$ cat config.mk
export PLATFORM = sky130hd
export DESIGN_NAME = seq_detector_param
export DESIGN_NICKNAME = d
export VERILOG_FILES = /design/src/rtl/seq_detector_param.sv
export SDC_FILE = /design/constraint.sdc
export NUM_CORES = 1
export LEC_CHECK = 0
export BUFFER_PORTS_ARGS = -buffer_cell sky130_fd_sc_hd__buf_4
export CORE_MARGIN = 2
export CORE_UTILIZATION = 45
export CTS_CLUSTER_DIAMETER = 30
export CTS_CLUSTER_SIZE = 14
export DETAILED_ROUTE_END_ITERATION = 8
export PLACE_DENSITY = 0.72
export SKIP_LAST_GASP = 1
export SYNTH_ARGS = -nofsm -noshare
export SYNTH_HDL_FRONTEND = slang
export SYNTH_SLANG_ARGS = --single-unit
$ cat constraint.sdc
create_clock -name sys_clk_i -period 5.2 [get_ports sys_clk_i]
set_input_delay 0.26 -clock sys_clk_i [delete_from_list [all_inputs] [get_ports sys_clk_i]]
set_output_delay 0.26 -clock sys_clk_i [all_outputs]
set_load 0.005 [all_outputs]
$ cat src/rtl/seq_detector_param.sv
// Run-time configurable serial pattern detector with a registered match pulse and a saturating match counter.
// The reset configuration (pattern 1101, length 4, overlapping) matches the legacy fixed detector.
module seq_detector_param #(
    parameter int                 MAX_LEN     = 8,
    parameter int                 CNT_W       = 8,
    parameter logic [MAX_LEN-1:0] RST_PATTERN = MAX_LEN'(8'b0000_1101),
    parameter int                 RST_LEN     = 4,
    parameter int                 LEN_W       = $clog2(MAX_LEN + 1)
) (
    input  logic               sys_clk_i,
    input  logic               sys_rst_i,
    input  logic               in_valid_i,
    input  logic               in_i,
    input  logic               cfg_load_i,
    input  logic [MAX_LEN-1:0] cfg_pattern_i,
    input  logic [LEN_W-1:0]   cfg_len_i,
    input  logic               cfg_overlap_i,
    input  logic               cnt_clr_i,
    output logic               match_o,
    output logic [CNT_W-1:0]   match_cnt_o,
    output logic               armed_o
);

    localparam logic [LEN_W-1:0] MaxLenL = LEN_W'(MAX_LEN);
    localparam logic [LEN_W-1:0] RstLenL = (RST_LEN > MAX_LEN) ? MaxLenL : LEN_W'(RST_LEN);

    logic [MAX_LEN-1:0] hist_q;
    logic [LEN_W-1:0]   fill_q;
    logic [MAX_LEN-1:0] cfgPattern_q;
    logic [LEN_W-1:0]   cfgLen_q;
    logic               cfgOverlap_q;
    logic               hit_q;
    logic               match_q;
    logic [CNT_W-1:0]   matchCnt_q;

    logic [MAX_LEN-1:0] hist_d;
    logic [LEN_W-1:0]   fill_d;
    logic [MAX_LEN-1:0] lenMask;
    logic               patternEq;
    logic               hit_d;
    logic [LEN_W-1:0]   loadLen;

    // Only the lowest cfgLen_q bits of the shifted history take part in the compare.
    always_comb begin
        hist_d    = {hist_q[MAX_LEN-2:0], in_i};
        fill_d    = (fill_q >= MaxLenL) ? MaxLenL : fill_q + LEN_W'(1);
        lenMask   = '0;
        for (int i = 0; i < MAX_LEN; i++) begin
            lenMask[i] = (i < int'(cfgLen_q));
        end
        patternEq = (((hist_d ^ cfgPattern_q) & lenMask) == '0);
        hit_d     = (cfgLen_q != '0) && (fill_d >= cfgLen_q) && patternEq;
        loadLen   = (cfg_len_i > MaxLenL) ? MaxLenL : cfg_len_i;
    end

    always_ff @(posedge sys_clk_i) begin
        if (sys_rst_i) begin
            hist_q       <= '0;
            fill_q       <= '0;
            cfgPattern_q <= RST_PATTERN;
            cfgLen_q     <= RstLenL;
            cfgOverlap_q <= 1'b1;
            hit_q        <= 1'b0;
            match_q      <= 1'b0;
            matchCnt_q   <= '0;
        end else begin
            match_q <= hit_q;
            if (cnt_clr_i) begin
                matchCnt_q <= '0;
            end else if (match_q && (matchCnt_q != '1)) begin
                matchCnt_q <= matchCnt_q + CNT_W'(1);
            end
            // A load wipes history and any hit forming now; a hit already registered still becomes a pulse.
            if (cfg_load_i) begin
                cfgPattern_q <= cfg_pattern_i;
                cfgLen_q     <= loadLen;
                cfgOverlap_q <= cfg_overlap_i;
                hist_q       <= '0;
                fill_q       <= '0;
                hit_q        <= 1'b0;
            end else if (in_valid_i) begin
                hit_q  <= hit_d;
                hist_q <= hist_d;
                fill_q <= (!cfgOverlap_q && hit_d) ? '0 : fill_d;
            end else begin
                hit_q <= 1'b0;
            end
        end
    end

    assign match_o     = match_q;
    assign match_cnt_o = matchCnt_q;
    assign armed_o     = (cfgLen_q != '0) && (fill_q >= cfgLen_q);

endmodule

# Word-level counts from Yosys, hierarchy flattened
# Index checks and enable logic that the tools add are counted.
# Widths: inputs -> output; s select.
[classes]
n_addsub = 2
magnitude_cmp = 12
n_eq_ne = 1
mux = 3
bitwise_logic = 3
reduce_logical = 11
[ops]
columns = ["cell", "count"]
rows = [
  ["$lt 3x4->1 const A", 4],
  ["$mux 4", 3],
  ["$add 8x1->8 const B", 1],
  ["$and 8x8->8", 1],
  ["$ge 4x4->1", 2],
  ["$logic_not 8->1", 1],
  ["$lt 1x4->1 const A", 2],
  ["$lt 2x4->1 const A", 2],
  ["$ne 8x8->1 const B", 1],
  ["$xor 8x8->8", 1],
  ["$logic_and 1x1->1", 5],
  ["$add 4x1->4 const B", 1],
  ["$ge 4x4->1 const B", 1],
  ["$gt 4x4->1 const B", 1],
  ["$reduce_bool 4->1", 1],
  ["$reduce_or 2->1", 2],
  ["$reduce_or 3->1", 1],
  ["$logic_not 1->1", 1],
  ["$not 1->1", 1],
]
[word_totals]
register_bits = 34
input_bits = 19
out_inout_bits = 10
wordCells = 40

# Depth between registers and ports, before layout
# Gate-level depths: netlist of run 1.
[depth]
depth_word = 7
depth_mapped = 9
mapped_depth_nobuf = 9

# Least setup slack after synthesis of run 1
# No wires, ideal clock.
[synth_path]
kind = "register to register"
start = "reg fill_q[0]"
end = "reg fill_q[0]"
setup_time_ns = 0.117
arrival_time_ns = 1.792
t_required_ns = 5.083
path_slack_ns = 3.290
stages_incl_launch_ff = 9
n_path_buf = 0
synth_period_minus_slack_ns = 1.910
path_cell_list = "dfxtp_1 inv_1 ha_1 nor2b_1 ha_1 a2111oi_0 a21oi_1 nand4b_4 a32o_1"
[synth_via]
elab_chain_cells = 7
elab_cells_between_ends = 8
cone_classes = "add/sub: 1; order compare: 2; mux: 2; reduce/logical: 3"
[synth_lines]
columns = ["item", "line_no", "rtl"]
rows = [
  ["start, declared", "28", "logic [LEN_W-1:0] fill_q;"],
  ["start signal, assigned", "84", "fill_q <= (!cfgOverlap_q && hit_d) ? '0 : fill_d;"],
  ["$add 4x1->4 or $ge 4x4->1 (tied branches)", "46", "fill_d = (fill_q >= MaxLenL) ? MaxLenL : fill_q + LEN_W'(1);"],
  ["$mux 4 (*)", "46", ""],
  ["$ge 4x4->1", "52", "hit_d = (cfgLen_q != '0) && (fill_d >= cfgLen_q) && patternEq;"],
  ["$logic_and 1x1->1 (2 in a row)", "52", ""],
  ["$logic_and 1x1->1", "84", ""],
  ["$mux 4 (*)", "84", ""],
]
# Mark *: on every way between the ends. The rest lies on a longest branch, timed or not.
# A chain may end at the register's enable or synchronous reset.

# Worst setup path after layout of run 1
[layout_path]
start = "reg fill_q[0]"
end = "out armed_o"
[layout_via]
elab_chain_cells = 2
[layout_lines]
columns = ["item", "line_no", "rtl"]
rows = [
  ["$ge 4x4->1", "93", "assign armed_o = (cfgLen_q != '0) && (fill_q >= cfgLen_q);"],
  ["$logic_and 1x1->1", "93", ""],
  ["end, declared", "21", "output logic armed_o"],
]
# No other way between the ends.

==> results of run 1 <==
[synth_stat cells, drive strengths merged, types with 5 or more instances]
cell   instances
nor2          31
a21oi          9
o21ai          5
nand2          7
xnor2          6
nor2b          6
inv            9
ha            11
mux2i         14
dfxtp         34
xor2           9
[where the power goes]
part / internal, W / leakage, nW / total [W] / switching [W]
Sequential: 0.000267 / 0.277 / 0.000274 / 0.00000653
Clock: 0.000143 / 0.0524 / 0.000233 / 0.0000896
Combinational: 0.0000272 / 0.575 / 0.0000530 / 0.0000258
[final cells by class]
class	instances	area, µm²
clock buffers	7	76.3
clock inverters	1	30.0
fillers	357	1600
inverters	9	33.8
multi-input cells	133	938
flip-flops and latches	34	681
well taps	48	60.1
repair buffers	28	210
[worst paths after layout]
kind,from,endpoint,slack (ps)
worst max-delay path,fill_q[0],armed_o,3090
worst max register to register,fill_q[0],fill_q[1],3110
worst min-delay path,cfg_pattern_i[3],cfgPattern_q[3],190
worst min register to register,hit_q,match_o,440
[through the flow]
step           total power (W)  setup WS, ps
6_report              0.000560          3090
5_1_grt               0.000586          2960
4_1_cts               0.000566          3070
3_5_place_dp          0.000333          3130
3_3_place_gp          0.000333          3200
2_1_floorplan         0.000314          3290
[critical path: cells and delay by family, from the launching register on]
kind                     cells  cell delay, ps
flip-flops                   1             400
adder cells (fa/ha/maj)      1             280
AO/OA/AOI/OAI                3             480
buffers and inverters        2             230
AND/OR/NAND/NOR              2             200
[logic make-up after synthesis]
logic type | share of synthesized area
XOR/XNOR | 0.0784
adder cells (fa/ha/maj) | 0.0821
AND/OR/NAND/NOR | 0.187
buffers and inverters | 0.0343
multiplexers | 0.0836
AO/OA/AOI/OAI | 0.129
flip-flops | 0.406
[state kept, by name (all words and copies together), names as in the netlist]
register and count:
cfgPattern_q 8, match_cnt_o 8, hist_q 7, cfgLen_q 4, fill_q 4, cfgOverlap_q 1, hit_q 1, match_o 1
[per-layer routing]
| layer | routed length (µm) | up-vias |
|---|---|---|
| met3 | 87 | 4 |
| met5 | 0 | - |
| met1 | 1570 | 597 |
| li1 | - | 693 |
| met2 | 1450 | 13 |
| met4 | 38 | 0 |
==> results.toml, run 1 <==
[placement]
portBuffers = 28
place_inst = 252
placed_cell_area_um2 = 1920
hpwl_um = 2280
routabilityCongestion = 0.784

[critical_path]
worst_setup_path_start_kind = "flip-flop"
crit_path_max_incr_delay_ps = 400
critPathArrivalTime_ps = 1850
reg2reg_depth = 8
critPathMaxFanout = 5
slowest_stage = "dfxtp_1"
path_cells = "inv_1 > ha_1 > nand2b_1 > a21o_1 > a21o_1 > a21oi_1 > nor2_1 > buf_4"
endpoint_kind = "output port"
path_class = "flip-flop to output port"
cpMostUsedCell = "a21o_1"
critPathRequiredTime_ps = 4940

[clock_tree]
postCtsHoldBufs = 0
cts_buffers = 5
clock_path_buffers = 2
cts.htree.levels = 2
cts.repair.resized = 0
cts_setup_buffers = 0
cts_tree = "yes"
clock-sinks = 34
root_buffer = "clkbuf_8"
clock_latency_ps = 280
clk_transition_reported_paths_ps = 70

[floorplan]
initial_core_util = 0.461
die_h_um = 65.0
core_area_um2 = 3630
die_x_um = 65.0
ios = 29
std_cell_rows = 22
die_area_um2 = 4230

[synth]
synth_cells = 182
ys_seq_elements = 34
synth_ff_type = "dfxtp_1"
syn_area_per_cell_um2 = 9.21
synthArstFlopShare = 0
seq_area_frac_synth = 0.406
synth.top_cell.area_share = 0.406
synth_nets = 212
netlist_area_um2 = 1680
synth_area_leaders = "dfxtp_1 41%, mux2i_1 8.4%, ha_1 8.2%"
synth_largest_area_cell = "dfxtp_1"
synth_edf_count = 0
synth.distinct_cells = 35
synth-warning-count = 0

[timing]
fin_setup_tns_ps = 0
rsz0062_at_grt = "false"
finalCritPeriodShare = 0.406
finalClockSkew_ps = 3.34
hold_viol_final = 0
max_freq_mhz = 474
maxSlewHeadroom = 0.724
post-route-min-period_ps = 2110
hold_ws_ps = 186
slew_violations = 0
setup_violations = 0
worstMarginPinSlew_ps = 411

[grt]
grt_pass1_wl_um = 5240
track_usage = 0.163
grt_max_degree = 20
antenna_found_initial = 0
first_global_vias = 1198
grt_use_met3 = 0.0625
met2_usage = 0.255
gr-max-usage-layer = "met2"
grt_overflow = 0
gr-usage-met1 = 0.211

[routing]
ant_nets = 0
drtIter0Drc = 63
detail_route.first_pass.iterations = 4
num_vias = 1307
vias_per_cell = 5.03
drc = 0
wl_per_cell_um = 12.1
wl_um = 3140

[cells_and_area]
layout_commonest_cell = "dfxtp_1"
postLayoutCoreUtil = 0.559
layout-drive-gt1-share = 0.179
antennaDiodeCount = 0
area_delta_synth_final_pct = 21.0
fin_area_um2 = 2030
instances_no_fill = 260
final_cell_mix = "34 x dfxtp_1, 31 x nor2_1, 28 x buf_4, 14 x mux2i_1, 11 x ha_1"
final_nets = 241

[run]
max-cap-violations = 0

[power]
ir_drop_uv = 230
cellLeakagePower_nw = 0.904
powerDensity_nw_per_um2 = 276

[run_status]
status = "completed"

[hold_path]
worst_hold_path_type = "input port to flip-flop"
hold_depth = 2
Power figures use the tool's default switching activity.
==> run 2, diff against run 1 <==
--- a/config.mk
+++ b/config.mk
@@ -5,6 +5,7 @@
 export SDC_FILE = /design/constraint.sdc
 export NUM_CORES = 1
 export LEC_CHECK = 0
+export ABC_AREA = 1
 export BUFFER_PORTS_ARGS = -buffer_cell sky130_fd_sc_hd__buf_4
 export CORE_MARGIN = 2
 export CORE_UTILIZATION = 45
==> constraint.sdc (replaced) <==
create_clock -name sys_clk_i -period 2 [get_ports sys_clk_i]
set_input_delay 0.1 -clock sys_clk_i [delete_from_list [all_inputs] [get_ports sys_clk_i]]
set_output_delay 0.1 -clock sys_clk_i [all_outputs]
set_load 0.005 [all_outputs]
==> results.toml, run 2 <==
[run_status]
status = "completed"

[power]
pwr-share-comb = 0.111
p_sw_frac = 0.240
cellLeakagePower_nw = 0.995
switching_power_w = 0.000360
p_seq_frac = 0.476
ir_drop_uv = 533
powerDensity_nw_per_um2 = 685
power_w = 0.00150
clkPwrFrac = 0.413
internal-power_w = 0.00114

[grt]
antenna_found_initial = 0
grt_pass1_wl_um = 6540
grt_max_degree = 18
track_usage = 0.195
grt_overflow = 0
first_global_vias = 1490

[synth]
yosys.area_share.simple = 0.270
synth_edf_count = 0
synth_compound_area_frac = 0.169
synth-warning-count = 0
seq_area_frac_synth = 0.386
synthXorXnorAreaFrac = 0.00994
netlist_area_um2 = 1760
synth_ff_type = "dfxtp_1"
synth_area_leaders = "dfxtp_1 39%, nand2_1 12%, ha_1 7.8%"
synth_cells = 252
synth.distinct_cells = 25
synth_top_family_by_area = "simple AND/OR/NAND/NOR gates"
synth_largest_area_cell = "dfxtp_1"
synth.top_cell.area_share = 0.386
yosysMostFrequentCell = "nand2_1"
synthMuxAreaShare = 0
synth_nets = 282
synth_fa_ha_area_frac = 0.0781
ys_seq_elements = 34
synthTopCellsByCount = "58 x nand2_1, 35 x inv_1, 34 x dfxtp_1"
synthArstFlopShare = 0
syn_area_per_cell_um2 = 7.00

[critical_path]
worst_setup_path_start_kind = "flip-flop"
path_class = "flip-flop to output port"
critPathArrivalTime_ps = 1790
crit_path_max_incr_delay_ps = 350
cp_top_family = "compound AO/OA/AOI/OAI gates"
cp_num_buf_inv = 3
slowest_stage = "dfxtp_1"
endpoint_kind = "output port"
path_cells = "inv_1 > ha_1 > a21boi_0 > o21a_1 > o21a_1 > o21ai_0 > inv_1 > buf_4"
critPathRequiredTime_ps = 1900
critPathMaxFanout = 5

[clock_tree]
cts_buffers = 5
postCtsHoldBufs = 0
clock_latency_ps = 280
clk_transition_reported_paths_ps = 70
cts.repair.resized = 0
cts_setup_buffers = 0
root_buffer = "clkbuf_8"
clock-sinks = 34
clock_path_buffers = 2
cts_tree = "yes"
cts.htree.levels = 2

[cells_and_area]
area_delta_synth_final_pct = 24.1
multiInputGateArea_um2 = 968
instances_no_fill = 334
postLayoutCoreUtil = 0.589
final_nets = 315
antennaDiodeCount = 0
register_area_um2 = 688
layout-drive-gt1-share = 0.203
final_cell_mix = "57 x nand2_1, 33 x inv_1, 32 x dfxtp_1, 29 x buf_4, 25 x nor2_1"
fillerInstances = 365
layout_commonest_cell = "nand2_1"

[routing]
detail_route.first_pass.iterations = 4
drc = 0
drtIter0Drc = 63
num_vias = 1641
vias_per_cell = 4.91
wl_um = 3820
wl_per_cell_um = 11.4
ant_nets = 0

[timing]
worstMarginPinSlew_ps = 571
slew_violations = 0
post-route-min-period_ps = 1890
max_freq_mhz = 528
finalCritPeriodShare = 0.947
setup_violations = 0
hold_viol_final = 0
finalClockSkew_ps = 9.50
hold_ws_ps = 34.1
worst_slack_ps = 106
maxSlewHeadroom = 0.618

[floorplan]
initial_core_util = 0.474
die_h_um = 66.6
ios = 29
die_area_um2 = 4430
core_area_um2 = 3720
die_x_um = 66.6
std_cell_rows = 22

[placement]
place_inst = 326
place_ws_ps = 43.9
portBuffers = 28
routabilityCongestion = 0.869
hpwl_um = 2940

[run]
max-cap-violations = 0

[hold_path]
worst_hold_path_type = "input port to flip-flop"
## run 2: changes by cell type after synthesis, moves of 7 or more
| cell | delta |
|---|---|
| a21oi_1 | +14 |
| inv_1 | +26 |
| mux2i_1 | -14 |
| nand2_1 | +51 |
| o21ai_0 | +18 |
| xor2_1 | -7 |
## run 2: power by group through the flow
stage | Clock [W] | Combinational, W | Sequential, W
floorplan | 0 | 0.000101 | 0.000726
global placement | 0 | 0.000159 | 0.000730
detailed placement | 0 | 0.000161 | 0.000730
CTS | 0.000629 | 0.000162 | 0.000714
global route | 0.000659 | 0.000192 | 0.000717
finish | 0.000619 | 0.000166 | 0.000714
## run 2: logic make-up (layout without fill, tap and decap cells)
group,after synthesis,after routing
AOI/OAI and AO/OA,55,55
xor gates and xnor gates,2,2
adders and majority gates,11,11
buffers and inverters,40,74
DFF,34,34
and+or+nand+nor,110,110
## run 2: final cells by class
cell class / instances / share of cell area
Multi-Input combinational cell: 178 / 0.443
Sequential cell: 34 / 0.314
Inverter: 37 / 0.0658
Clock buffer: 6 / 0.0332
Clock inverter: 2 / 0.0172
Tap cell: 48 / 0.0274
Timing Repair Buffer: 29 / 0.0995
## run 2: layer usage
metal / part of all wire / global-route usage
met2: 0.47 / 0.333
met1: 0.46 / 0.236
met5: 0 / 0
met4: 0.020 / 0.0791
met3: 0.045 / 0.0422
## run 2: worst paths after layout
path                                       start               to  slack (ps)  cells after the start
worst max-delay path                 cfgLen_q[1]          armed_o         110                      8
worst min-delay path            cfg_pattern_i[6]  cfgPattern_q[6]          30                      3
worst max register to register         fill_q[0]        fill_q[1]         140                     14
worst min register to register             hit_q          match_o         400                      2
## run 2: stage by stage
stage | instance area (µm²) | setup TNS, ps
finish | 2190 | 0
global route | 2190 | -17.5
CTS | 2140 | 0
detailed placement | 2030 | 0
global placement | 2030 | 0
floorplan | 1760 | 0
## run 2: worst min-delay path, stage by stage
cell and delay [ps]:
buf_4 80, nor2_1 30, nor2_1 80
==> run 3, diff against run 2 <==
--- a/config.mk
+++ b/config.mk
@@ -7,7 +7,7 @@
 export LEC_CHECK = 0
 export ABC_AREA = 1
 export BUFFER_PORTS_ARGS = -buffer_cell sky130_fd_sc_hd__buf_4
-export CORE_MARGIN = 2
+export CORE_MARGIN = 1.5
 export CORE_UTILIZATION = 45
 export CTS_CLUSTER_DIAMETER = 30
 export CTS_CLUSTER_SIZE = 14
==> constraint.sdc (replaced) <==
create_clock -name sys_clk_i -period 2.25 [get_ports sys_clk_i]
set_input_delay 0.1125 -clock sys_clk_i [delete_from_list [all_inputs] [get_ports sys_clk_i]]
set_output_delay 0.1125 -clock sys_clk_i [all_outputs]
set_load 0.005 [all_outputs]
==> results.toml, run 3 (same netlist as run 2, synthesis figures left out) <==
[power]
switching_power_w = 0.000327
clkPwrFrac = 0.418
p_seq_frac = 0.475
ir_drop_uv = 348
internal-power_w = 0.00101
pwr-share-comb = 0.106
p_sw_frac = 0.244
cellLeakagePower_nw = 0.989
powerDensity_nw_per_um2 = 626

[cells_and_area]
area_delta_synth_final_pct = 21.1
layout-drive-gt1-share = 0.161
fin_area_um2 = 2130
antennaDiodeCount = 0
layout_commonest_cell = "nand2_1"
fillerInstances = 376
final_cell_mix = "58 x nand2_1, 35 x inv_1, 34 x dfxtp_1, 30 x nor2_1, 28 x buf_4"
final_nets = 314

[clock_tree]
clock_latency_ps = 290
cts_tree = "yes"
clk_transition_reported_paths_ps = 70
clock_path_buffers = 2
postCtsHoldBufs = 0
clock-sinks = 34
cts.repair.resized = 0
cts_setup_buffers = 0
cts.htree.levels = 2
root_buffer = "clkbuf_8"
cts_buffers = 5

[floorplan]
die_area_um2 = 4300
std_cell_rows = 22
die_h_um = 65.6
core_area_um2 = 3720
die_x_um = 65.6
initial_core_util = 0.474
ios = 29

[timing]
post-route-min-period_ps = 1960
fin_setup_tns_ps = 0
setup_violations = 0
finalClockSkew_ps = 5.93
maxSlewHeadroom = 0.629
worstMarginPinSlew_ps = 555
hold_viol_final = 0
slew_violations = 0
rsz0062_at_grt = "false"
finalCritPeriodShare = 0.872
max_freq_mhz = 510

[run_status]
status = "completed"

[critical_path]
r2r_slack_ps = 290
endpoint_kind = "flip-flop"
path_class = "flip-flop to flip-flop"
slowest_stage = "dfxtp_1"
critPathArrivalTime_ps = 2130
cp_num_buf_inv = 2
worst_setup_path_start_kind = "flip-flop"
cp_top_family = "simple AND/OR/NAND/NOR gates"
critPathMaxFanout = 4
path_cells = "inv_1 > ha_1 > inv_1 > nor2_1 > ha_1 > nand2_1 > nand2_1 > nand2_1 > nand2_1 > nor2_1 > nor2_1 > nand3_2 > nand2_1 > a21oi_1"
critPathRequiredTime_ps = 2420
crit_path_max_incr_delay_ps = 380
cpMostUsedCell = "nand2_1"

[routing]
drc = 0
wl_per_cell_um = 11.4
num_vias = 1633
detail_route.first_pass.iterations = 4
drtIter0Drc = 54
wl_um = 3780
vias_per_cell = 4.90
ant_nets = 0

[grt]
track_usage = 0.202
grt_max_degree = 18
first_global_vias = 1497
grt_pass1_wl_um = 6530
grt_overflow = 0
antenna_found_initial = 0

[hold_path]
worst_hold_path_type = "input port to flip-flop"

[placement]
placed_cell_area_um2 = 2020
hpwl_um = 2840
routabilityCongestion = 0.874
portBuffers = 28

[run]
max-cap-violations = 0
==> run 3: cell count changes in the layout (fill, tap and decap cells not counted), sizes merged <==
cell      before  now
clkinvlp       1    2
buf           29   28
clkbuf         6    5
==> run 3: worst min-delay path, stage by stage <==
cell	delay, ps
buf_4	80
nor2_1	30
nor2_1	80
==> run 3: power by group through the flow <==
stage	Sequential [W]	Combinational, W	Clock (W)
after floorplan	0.000645	0.0000902	0
after global placement	0.000649	0.000140	0
after detailed placement	0.000649	0.000141	0
after CTS	0.000635	0.000143	0.000574
after global routing	0.000638	0.000164	0.000600
final	0.000636	0.000142	0.000559
==> run 3: worst paths after layout <==
check | startpoint | to | cells past startpoint
max | fill_q[0] | fill_q[0] | 14
min | cfg_pattern_i[7] | cfgPattern_q[7] | 3
max reg2reg | fill_q[0] | fill_q[0] | 14
min reg2reg | hit_q | match_o | 2
==> run 3: per-layer routing <==
layer	wire length, µm	track usage
met5	0	0
met4	67	0.0964
met3	183	0.0497
met2	1780	0.335
met1	1750	0.243
==> run 3: area by class of cell <==
type	count	area [µm²]	area share
multi-input cells	178	928	0.435
flip-flops and latches	34	681	0.319
repair buffers	28	210	0.0985
inverters	37	141	0.0662
clock buffers	5	68.8	0.0322
well taps	48	60.1	0.0281
clock inverters	3	45.0	0.0211
==> run 3: stage by stage <==
| step | power (W) | utilization | hold WS, ps | cells | setup slack, ps |
|---|---|---|---|---|---|
| after floorplan | 0.000735 | - | 202 | 252 | 480 |
| after global placement | 0.000788 | 0.544 | 329 | 325 | 380 |
| after detailed placement | 0.000790 | 0.544 | 340 | 325 | 314 |
| after CTS | 0.00135 | 0.574 | 29.4 | 333 | 292 |
| after global routing | 0.00140 | 0.574 | 41.6 | 333 | 99.6 |
| final | 0.00134 | 0.574 | 37.8 | 333 | 289 |
